$ cat src/rtl/router_reg_pkt.sv
// router_reg_pkt: packet data-path register for the 1x3 router.
// Captures header, forwards words to dout, skid-buffers on FIFO full.
//
// Ports:
//   clock, resetn           clock and synchronous active-low reset
//   pkt_valid, data_in      input word; pkt_valid low marks the check word
//   fifo_full               selected destination FIFO is full
//   detect_add .. rst_int_reg  one-hot FSM state decodes
//   dout, dout_valid        forwarded word and its one-cycle strobe
//   header_addr             destination select from header byte
//   low_packet_valid        check word received
//   parity_done, err        check complete / check mismatch
//   skid_count              occupied skid entries
//   skid_overflow           sticky: a word was dropped
module router_reg_pkt #(
  parameter int DATA_W     = 8,
  parameter int SKID_DEPTH = 2,
  parameter int CHK_MODE   = 0,
  localparam int PW = $clog2(SKID_DEPTH),
  localparam int CW = PW + 1
) (
  input  logic              clock,
  input  logic              resetn,
  input  logic              pkt_valid,
  input  logic [DATA_W-1:0] data_in,
  input  logic              fifo_full,
  input  logic              detect_add,
  input  logic              lfd_state,
  input  logic              ld_state,
  input  logic              laf_state,
  input  logic              rst_int_reg,
  output logic [DATA_W-1:0] dout,
  output logic              dout_valid,
  output logic [1:0]        header_addr,
  output logic              low_packet_valid,
  output logic              parity_done,
  output logic              err,
  output logic [CW-1:0]     skid_count,
  output logic              skid_overflow
);

  logic [DATA_W-1:0]     header_byte;
  logic [DATA_W-1:0]     acc;
  logic [DATA_W-1:0]     rchk;
  logic [DATA_W-1:0]     skid_data [SKID_DEPTH];
  logic [SKID_DEPTH-1:0] skid_last;
  logic [CW-1:0]         wr_ptr;
  logic [CW-1:0]         rd_ptr;
  // last-marked word reached dout on the previous edge
  logic                  last_fwd;

  logic skid_empty;
  logic skid_full;
  logic is_check;
  logic fwd_direct;
  logic push;
  logic drop;
  logic pop;
  logic new_pkt;

  assign skid_count  = wr_ptr - rd_ptr;
  assign skid_empty  = (wr_ptr == rd_ptr);
  assign skid_full   = (skid_count == CW'(SKID_DEPTH));
  assign header_addr = header_byte[1:0];

  assign new_pkt    = detect_add && pkt_valid;
  assign is_check   = ld_state && !pkt_valid;
  // bypass only when nothing is queued, so order is kept
  assign fwd_direct = ld_state && !fifo_full && skid_empty;
  assign push       = ld_state && !fwd_direct && !skid_full;
  assign drop       = ld_state && !fwd_direct && skid_full;
  assign pop        = laf_state && !skid_empty && !fifo_full;

  function automatic logic [DATA_W-1:0] chk_op(
    input logic [DATA_W-1:0] a,
    input logic [DATA_W-1:0] b
  );
    if (CHK_MODE == 0) return a ^ b;
    else return a + b;
  endfunction

  always_ff @(posedge clock) begin
    if (push) begin
      skid_data[wr_ptr[PW-1:0]] <= data_in;
      skid_last[wr_ptr[PW-1:0]] <= is_check;
    end
  end

  always_ff @(posedge clock) begin
    if (!resetn) begin
      header_byte      <= '0;
      acc              <= '0;
      rchk             <= '0;
      wr_ptr           <= '0;
      rd_ptr           <= '0;
      last_fwd         <= 1'b0;
      dout             <= '0;
      dout_valid       <= 1'b0;
      low_packet_valid <= 1'b0;
      parity_done      <= 1'b0;
      err              <= 1'b0;
      skid_overflow    <= 1'b0;
    end else begin
      dout_valid <= 1'b0;
      last_fwd   <= 1'b0;

      if (last_fwd) begin
        parity_done <= 1'b1;
        err         <= (acc != rchk) || skid_overflow;
      end

      if (new_pkt) begin
        header_byte   <= data_in;
        acc           <= '0;
        parity_done   <= 1'b0;
        err           <= 1'b0;
        skid_overflow <= 1'b0;
        wr_ptr        <= '0;
        rd_ptr        <= '0;
      end

      if (lfd_state) begin
        dout       <= header_byte;
        dout_valid <= 1'b1;
        acc        <= chk_op(acc, header_byte);
      end

      if (ld_state && pkt_valid)
        acc <= chk_op(acc, data_in);

      if (is_check)
        rchk <= data_in;

      if (fwd_direct) begin
        dout       <= data_in;
        dout_valid <= 1'b1;
        last_fwd   <= is_check;
      end

      if (push)
        wr_ptr <= wr_ptr + CW'(1);

      if (drop)
        skid_overflow <= 1'b1;

      if (pop) begin
        dout       <= skid_data[rd_ptr[PW-1:0]];
        dout_valid <= 1'b1;
        last_fwd   <= skid_last[rd_ptr[PW-1:0]];
        rd_ptr     <= rd_ptr + CW'(1);
      end

      if (is_check)
        low_packet_valid <= 1'b1;
      else if (rst_int_reg)
        low_packet_valid <= 1'b0;
    end
  end

endmodule

$ cat config.mk
export PLATFORM = sky130hd
export DESIGN_NAME = router_reg_pkt
export DESIGN_NICKNAME = d
export VERILOG_FILES = /design/src/rtl/router_reg_pkt.sv
export SDC_FILE = /design/constraint.sdc
export NUM_CORES = 1
export LEC_CHECK = 0
export ABC_AREA = 0
export BUFFER_PORTS_ARGS = -buffer_cell sky130_fd_sc_hd__buf_2
export CAP_MARGIN = 40
export CORE_AREA = 10 10 78 80
export DETAILED_ROUTE_END_ITERATION = 12
export DIE_AREA = 0 0 88 90
export GPL_TIMING_DRIVEN = 0
export MAX_ROUTING_LAYER = met4
export PLACE_DENSITY = 0.88
export SLEW_MARGIN = 20
export SYNTH_ARGS = -nofsm -noshare
export SYNTH_HDL_FRONTEND = slang
export SYNTH_SLANG_ARGS = --single-unit
$ cat constraint.sdc
create_clock -name clock -period 4.4 [get_ports clock]
set_input_delay 0.88 -clock clock [delete_from_list [all_inputs] [get_ports clock]]
set_output_delay 0.88 -clock clock [all_outputs]
set_load 0.01 [all_outputs]
==> run summary, run 1 <==
I/O pin cnt = 34
clock-pin slew on the worst setup and hold paths = 0.06 ns
status = completed
global-route wire length before repair = 10960 µm
root buffer cell = clkbuf_8
commonest non-fill, non-tap cells in the layout = nand2_1, dfxtp_1, buf_2
largest cells by area after synthesis = dfxtp_1, edfxtp_1, nand2_1
max_cap viols = 0
latest clock arrival within the worst-skew pair = 0.34 ns
fin nets = 335
CP Capture Type = output port
setup bufs post-CTS = 0
routed wire length = 6730 µm
largest net degree at the start of global routing = 11
global route overflow = 0
pre-CTS setup slack = 1.970 ns
VDD IR max = 0.3716 mV
crit share post-route = 56.22%
share of cells above drive strength 1 = 19.88%
via count = 2322
Worst slew margin = 48.35%
f_max = 404.3 MHz
CTS tree = built
Post-DP Area = 2930 µm²
critical path class = reg2out
Setup Viol. Count Final = 0
Inserted Diodes = 0
post-CTS sizing = 0
die extent in x = 88 µm
Finished Cell Area = 3103 µm²
worst hold margin = 0.4658 ns
DR WL/cell = 17.90 µm
cell area power density = 405.4 nW/µm²
ys flop type = dfxtp_1
Clock Sinks = 61
die area = 7920 µm²
Critical Path AT = 1.59 ns
Total GRT Usage = 17.79%
Fin Clk Skew = 0.009984 ns
number of global-route vias before repair = 2265
hpwl dp = 4657 µm
Synth Warn # = 0
# rows = 25
DRC viols = 0
cell count after synthesis = 273
max-slew violation count = 0
Starting Density = 58.56%
Pleak = 1.183 nW
Yosys top cell by area = dfxtp_1
clk buf depth = 2
RSZ-0062 raised after global routing = no
Seq/Total Area, Yosys = 52.04%
commonest non-fill, non-tap cell in the layout = nand2_1
Fillers = 348
initial antenna violation count = 0
H-tree lvl count = 3
Initial DRC Count = 303
minimum clock period = 2.474 ns
Hold Vio Cnt, Final = 0
post-synthesis cell area = 2693 µm²
Hold WC Path Type = reg2reg
number of buffers created by CTS = 9
Async S/R FF share, synth = 0%
Synth-to-Final Area Change = 15.24%
Antenna Nets Post-Route = 0
crit-path max FO = 10
Die H = 90 µm
fin cells = 376
#FFs+latches synth = 61
post-synth cell types = 44
setup ws final = 1.926 ns
CTS Hold Bufs = 0
port buffer count = 33
vias per cell = 6.176
CP Data Required Time = 3.52 ns
synthesized area per cell = 9.863 µm²
TritonRoute pass-1 iters = 5
Setup TNS = 0 ns
net count after synthesis = 291
Least-Margin Pin Slew = 0.7706 ns
top-area cell type share of the netlist area = 31.97%
DP Cell Count = 360
Post-synth EDFFs = 18
RD Place Congestion = 0.8700
CORE AREA = 4598 µm²
CP startpoint kind = flip-flop
-- metrics by stage --
stage / util, % / power [W]
after global routing: 67.48 / 0.001309
after CTS: 67.48 / 0.001256
after detailed placement: 63.73 / 0.0008255
final: 67.48 / 0.001258
after floorplan: - / 0.0007621
after global placement: 63.62 / 0.0008174
-- synthesized netlist by cell type (2+ instances only) --
| master | instances |
|---|---|
| nor2_1 | 13 |
| inv_1 | 6 |
| nand2b_1 | 4 |
| and2_1 | 2 |
| xnor2_1 | 5 |
| a211oi_2 | 2 |
| clkbuf_1 | 9 |
| buf_2 | 4 |
| a211oi_1 | 8 |
| xor2_1 | 4 |
| o211ai_1 | 10 |
| buf_1 | 2 |
| nand3_1 | 9 |
| nor3_1 | 4 |
| nand2_1 | 44 |
| a22o_1 | 8 |
| mux2i_1 | 9 |
| dfxtp_1 | 43 |
| a31oi_1 | 8 |
| a21oi_1 | 30 |
| a221oi_1 | 8 |
| edfxtp_1 | 18 |
| buf_4 | 2 |
-- worst max-delay path, cell delays in order (launching register included) --
cell and delay, ns:
dfxtp_1 0.36, xnor2_2 0.32, buf_2 0.30, xnor2_1 0.14, buf_2 0.15
-- area by class of cell --
class	instances	area [µm²]	share of cell area [%]
sequential	61	1401	45.16
multi-input combinational	186	1179	37.98
timing repair buffer	33	165.2	5.323
clock buffer	14	162.7	5.242
buffer	18	87.58	2.823
tap	54	67.56	2.177
inverter	8	30.03	0.9677
clock inverter	2	10.01	0.3226
-- where the power goes --
group          switching (W)  total [W]  leakage, nW  internal (W)
sequential         0.0000193   0.000634        0.518      0.000615
clock               0.000208   0.000442       0.0905      0.000234
combinational       0.000111   0.000181        0.574     0.0000709
-- path summary, 6_finish.rpt --
check                           startpoint            end  slack [ns]  depth (start not counted)
worst max register to register   wr_ptr[0]        dout[5]        2.20                          8
worst min register to register     rchk[5]        rchk[5]        0.47                          2
worst min-delay path               rchk[5]        rchk[5]        0.47                          2
worst max-delay path             rd_ptr[1]  skid_count[1]        1.93                          4
-- kinds of logic (layout without fill, tap and decap cells) --
group                      Yosys count  after routing  synth area share (%)
buffers and inverters               26             75                 4.368
adders and majority gates            1              1                0.4646
AOI/OAI and AO/OA                   82             82                 21.19
xor gates and xnor gates            10             10                 3.532
muxes                               11             11                 4.322
DFF                                 61             61                 52.04
and+or+nand+nor                     82             82                 14.08
-- layer usage --
layer	up-vias	track usage [%]	wire (µm)
li1	1089	-	-
met1	1066	21.21	2679
met2	143	26.88	3170
met3	24	4.422	693
met4	0	9.176	187
met5	-	-	0
-- flip-flops by register name, summed over array words and instances (netlist names), named ones only --
name and cells:
skid_data 16, acc 8, dout 8, header_byte 8, rchk 8, rd_ptr 2, skid_last 2, wr_ptr 2
dout_valid 1, err 1, last_fwd 1, low_packet_valid 1, parity_done 1, skid_overflow 1
Power figures use the tool's default switching activity.
==> inputs of run 2 (changes only) <==
--- a/config.mk
+++ b/config.mk
@@ -8,12 +8,12 @@
 export ABC_AREA = 0
 export BUFFER_PORTS_ARGS = -buffer_cell sky130_fd_sc_hd__buf_2
 export CAP_MARGIN = 40
-export CORE_AREA = 10 10 78 80
+export CORE_AREA = 10 10 80 82
 export DETAILED_ROUTE_END_ITERATION = 12
-export DIE_AREA = 0 0 88 90
+export DIE_AREA = 0 0 90 92
 export GPL_TIMING_DRIVEN = 0
 export MAX_ROUTING_LAYER = met4
-export PLACE_DENSITY = 0.88
+export PLACE_DENSITY = 0.84
 export SLEW_MARGIN = 20
 export SYNTH_ARGS = -nofsm -noshare
 export SYNTH_HDL_FRONTEND = slang
==> constraint.sdc (replaced) <==
create_clock -name clock -period 2.5 [get_ports clock]
set_input_delay 0.5 -clock clock [delete_from_list [all_inputs] [get_ports clock]]
set_output_delay 0.5 -clock clock [all_outputs]
set_load 0.01 [all_outputs]
==> run 2 against run 1 <==
  * Hold slack lost 0.049 ns
  * Clock skew fell by 0.0011 ns
  * Non-clock buffer count did not move
  * First-iteration DRC count fell by 27%
  * Count of clock-buffer cells in the layout shrank 4
  * Die area is 4.5% higher
==> run summary, run 2 (synthesis gave the netlist of run 1 again) <==
vias per cell = 5.709 (was 6.176)
CORE AREA = 4912 µm² (was 4598 µm²)
CTS tree = built (unchanged)
hold_sp = rst_int_reg (was rchk[5])
beginning of the critical path = wr_ptr[0] (was rd_ptr[1])
Initial DRC Count = 220 (was 303)
Setup TNS = 0 ns (unchanged)
crit-path cells = inv_1 -> ha_1 -> and3b_1 -> buf_2 -> and2_1 -> buf_2 -> o211ai_1 -> a22o_1 (was xnor2_2 -> buf_2 -> xnor2_1 -> buf_2)
fin nets = 335 (unchanged)
via count = 2238 (was 2322)
number of global-route vias before repair = 2206 (was 2265)
number of buffers created by CTS = 9 (unchanged)
max reg flops = 16 (unchanged)
setup bufs post-CTS = 0 (unchanged)
RD Place Congestion = 0.8678 (was 0.8700)
Pleak = 1.192 nW (was 1.183 nW)
Antenna Nets Post-Route = 0 (unchanged)
sum of buffers and inverters on the critical path = 3 (was 2)
max_cap viols = 0 (unchanged)
critical path class = reg2reg (was reg2out)
Post-DP Area = 2950 µm² (was 2930 µm²)
post-CTS sizing = 0 (unchanged)
clk buf depth = 2 (unchanged)
crit-path max FO = 10 (unchanged)
area of the multi-input gates = 1179 µm² (unchanged)
Hold Vio Cnt, Final = 0 (unchanged)
Synth-to-Final Area Change = 16.96% (was 15.24%)
port buffer count = 33 (unchanged)
minimum clock period = 2.148 ns
routed wire length = 6777 µm (was 6730 µm)
Inserted Diodes = 0 (unchanged)
commonest non-fill, non-tap cells in the layout = nand2_1, dfxtp_1, buf_2 (unchanged)
VDD IR max = 0.4078 mV (was 0.3716 mV)
Psw = 0.0006250 W (was 0.0003381 W)
global-route wire length before repair = 10830 µm (was 10960 µm)
RSZ-0062 raised after global routing = no (unchanged)
global route overflow = 0 (unchanged)
f_max = 465.5 MHz
hpwl dp = 4803 µm (was 4657 µm)
die area = 8280 µm² (was 7920 µm²)
pre-CTS setup slack = 0.3804 ns (was 1.970 ns)
CP Capture Type = flip-flop (was output port)
CP startpoint kind = flip-flop (unchanged)
Finished Cell Area = 3149 µm² (was 3103 µm²)
share of cells above drive strength 1 = 20.50% (was 19.88%)
CTS Hold Bufs = 0 (unchanged)
Starting Density = 54.81% (was 58.56%)
# rows = 26 (was 25)
crit share post-route = 85.92%
Critical Path AT = 2.39 ns (was 1.59 ns)
status = completed (unchanged)
Crit path max-delay family = buffers and inverters (was XOR/XNOR gates)
Fillers = 393 (was 348)
internal power = 0.001691 W (was 0.0009199 W)
DRC viols = 0 (unchanged)
CP peak stage delay = 0.41 ns (was 0.36 ns)
die extent in x = 90 µm (was 88 µm)
latest clock arrival within the worst-skew pair = 0.35 ns (was 0.34 ns)
Total GRT Usage = 16.76% (was 17.79%)
max-slew violation count = 0 (unchanged)
commonest non-fill, non-tap cell in the layout = nand2_1 (unchanged)
sequential group share of total power = 48.3% (was 50.4%)
Slowest cell on crit path = ha_1 (was dfxtp_1)
cell area power density = 735.3 nW/µm² (was 405.4 nW/µm²)
Setup Viol. Count Final = 0 (unchanged)
CP dominant cell by count = buf_2 (unchanged)
DR WL/cell = 17.29 µm (was 17.90 µm)
Least-Margin Pin Slew = 0.7435 ns (was 0.7706 ns)
Clock Sinks = 61 (unchanged)
clock-pin slew on the worst setup and hold paths = 0.07 ns (was 0.06 ns)
Hold WC Path Type = in2reg (was reg2reg)
reg2reg start = wr_ptr[0] (unchanged)
initial antenna violation count = 0 (unchanged)
CP Data Required Time = 2.74 ns (was 3.52 ns)
clock network power share = 38.0% (was 35.2%)
Worst slew margin = 50.16% (was 48.35%)
TritonRoute pass-1 iters = 4 (was 5)
setup ws final = 0.3519 ns (was 1.926 ns)
Sequential Area = 1401 µm² (unchanged)
Combinational Power Share = 13.8% (was 14.4%)
Fin Clk Skew = 0.008880 ns (was 0.009984 ns)
I/O pin cnt = 34 (unchanged)
largest net degree at the start of global routing = 12 (was 11)
switching share of power = 26.99% (was 26.88%)
H-tree lvl count = 3 (unchanged)
root buffer cell = clkbuf_8 (unchanged)
Die H = 92 µm (was 90 µm)
-- run 2: cell count changes in the layout (fill, tap and decap cells not counted), sizes merged --
| cell | before | now |
|---|---|---|
| clkbuf | 23 | 19 |
| bufinv | 0 | 1 |
| clkinv | 3 | 4 |
| clkinvlp | 0 | 1 |
| inv | 7 | 8 |
-- run 2: tightest hold or removal path, stage by stage --
cell and delay (ns):
buf_2 0.07, nand2b_1 0.08, a21oi_1 0.06
-- run 2: routing by layer --
metal  vias to the layer above  global-route usage (%)  wire length, µm
met3                        16                   4.319              387
met5                         -                       -                0
met2                        85                   26.27             3304
li1                       1094                       -                -
met4                         0                   9.284              178
met1                      1043                   19.31             2906
-- run 2: layout make-up --
class,instances,share of cell area (%)
Multi-Input combinational cell,186,37.43
Buffer,18,2.781
Tap cell,70,2.781
Inverter,8,0.9535
Clock buffer,10,4.370
Sequential cell,61,44.50
Clock inverter,6,1.947
Timing Repair Buffer,33,5.244
-- run 2: power groups by stage --
stage               combinational (W)  sequential (W)  clock [W]
CTS                          0.000318         0.00112   0.000883
finish                       0.000319         0.00112   0.000879
global route                 0.000345         0.00112   0.000926
floorplan                    0.000202         0.00114          0
detailed placement           0.000316         0.00114          0
global placement             0.000305         0.00113          0
-- run 2: worst paths after layout --
path,endpoint,cells after the start,slack (ns)
worst max-delay path,dout[5],8,0.35
worst min-delay path,low_packet_valid,3,0.42
worst max register to register,dout[5],8,0.35
worst min register to register,rchk[3],2,0.47
-- run 2: through the flow --
step	util (%)	hold slack (ns)	std cells	total power, W
floorplan	-	0.4481	273	0.001341
global placement	59.96	0.4523	376	0.001439
detailed placement	60.06	0.4634	376	0.001455
CTS	64.11	0.4131	392	0.002318
global route	64.11	0.4248	392	0.002394
finish	64.11	0.4170	392	0.002316
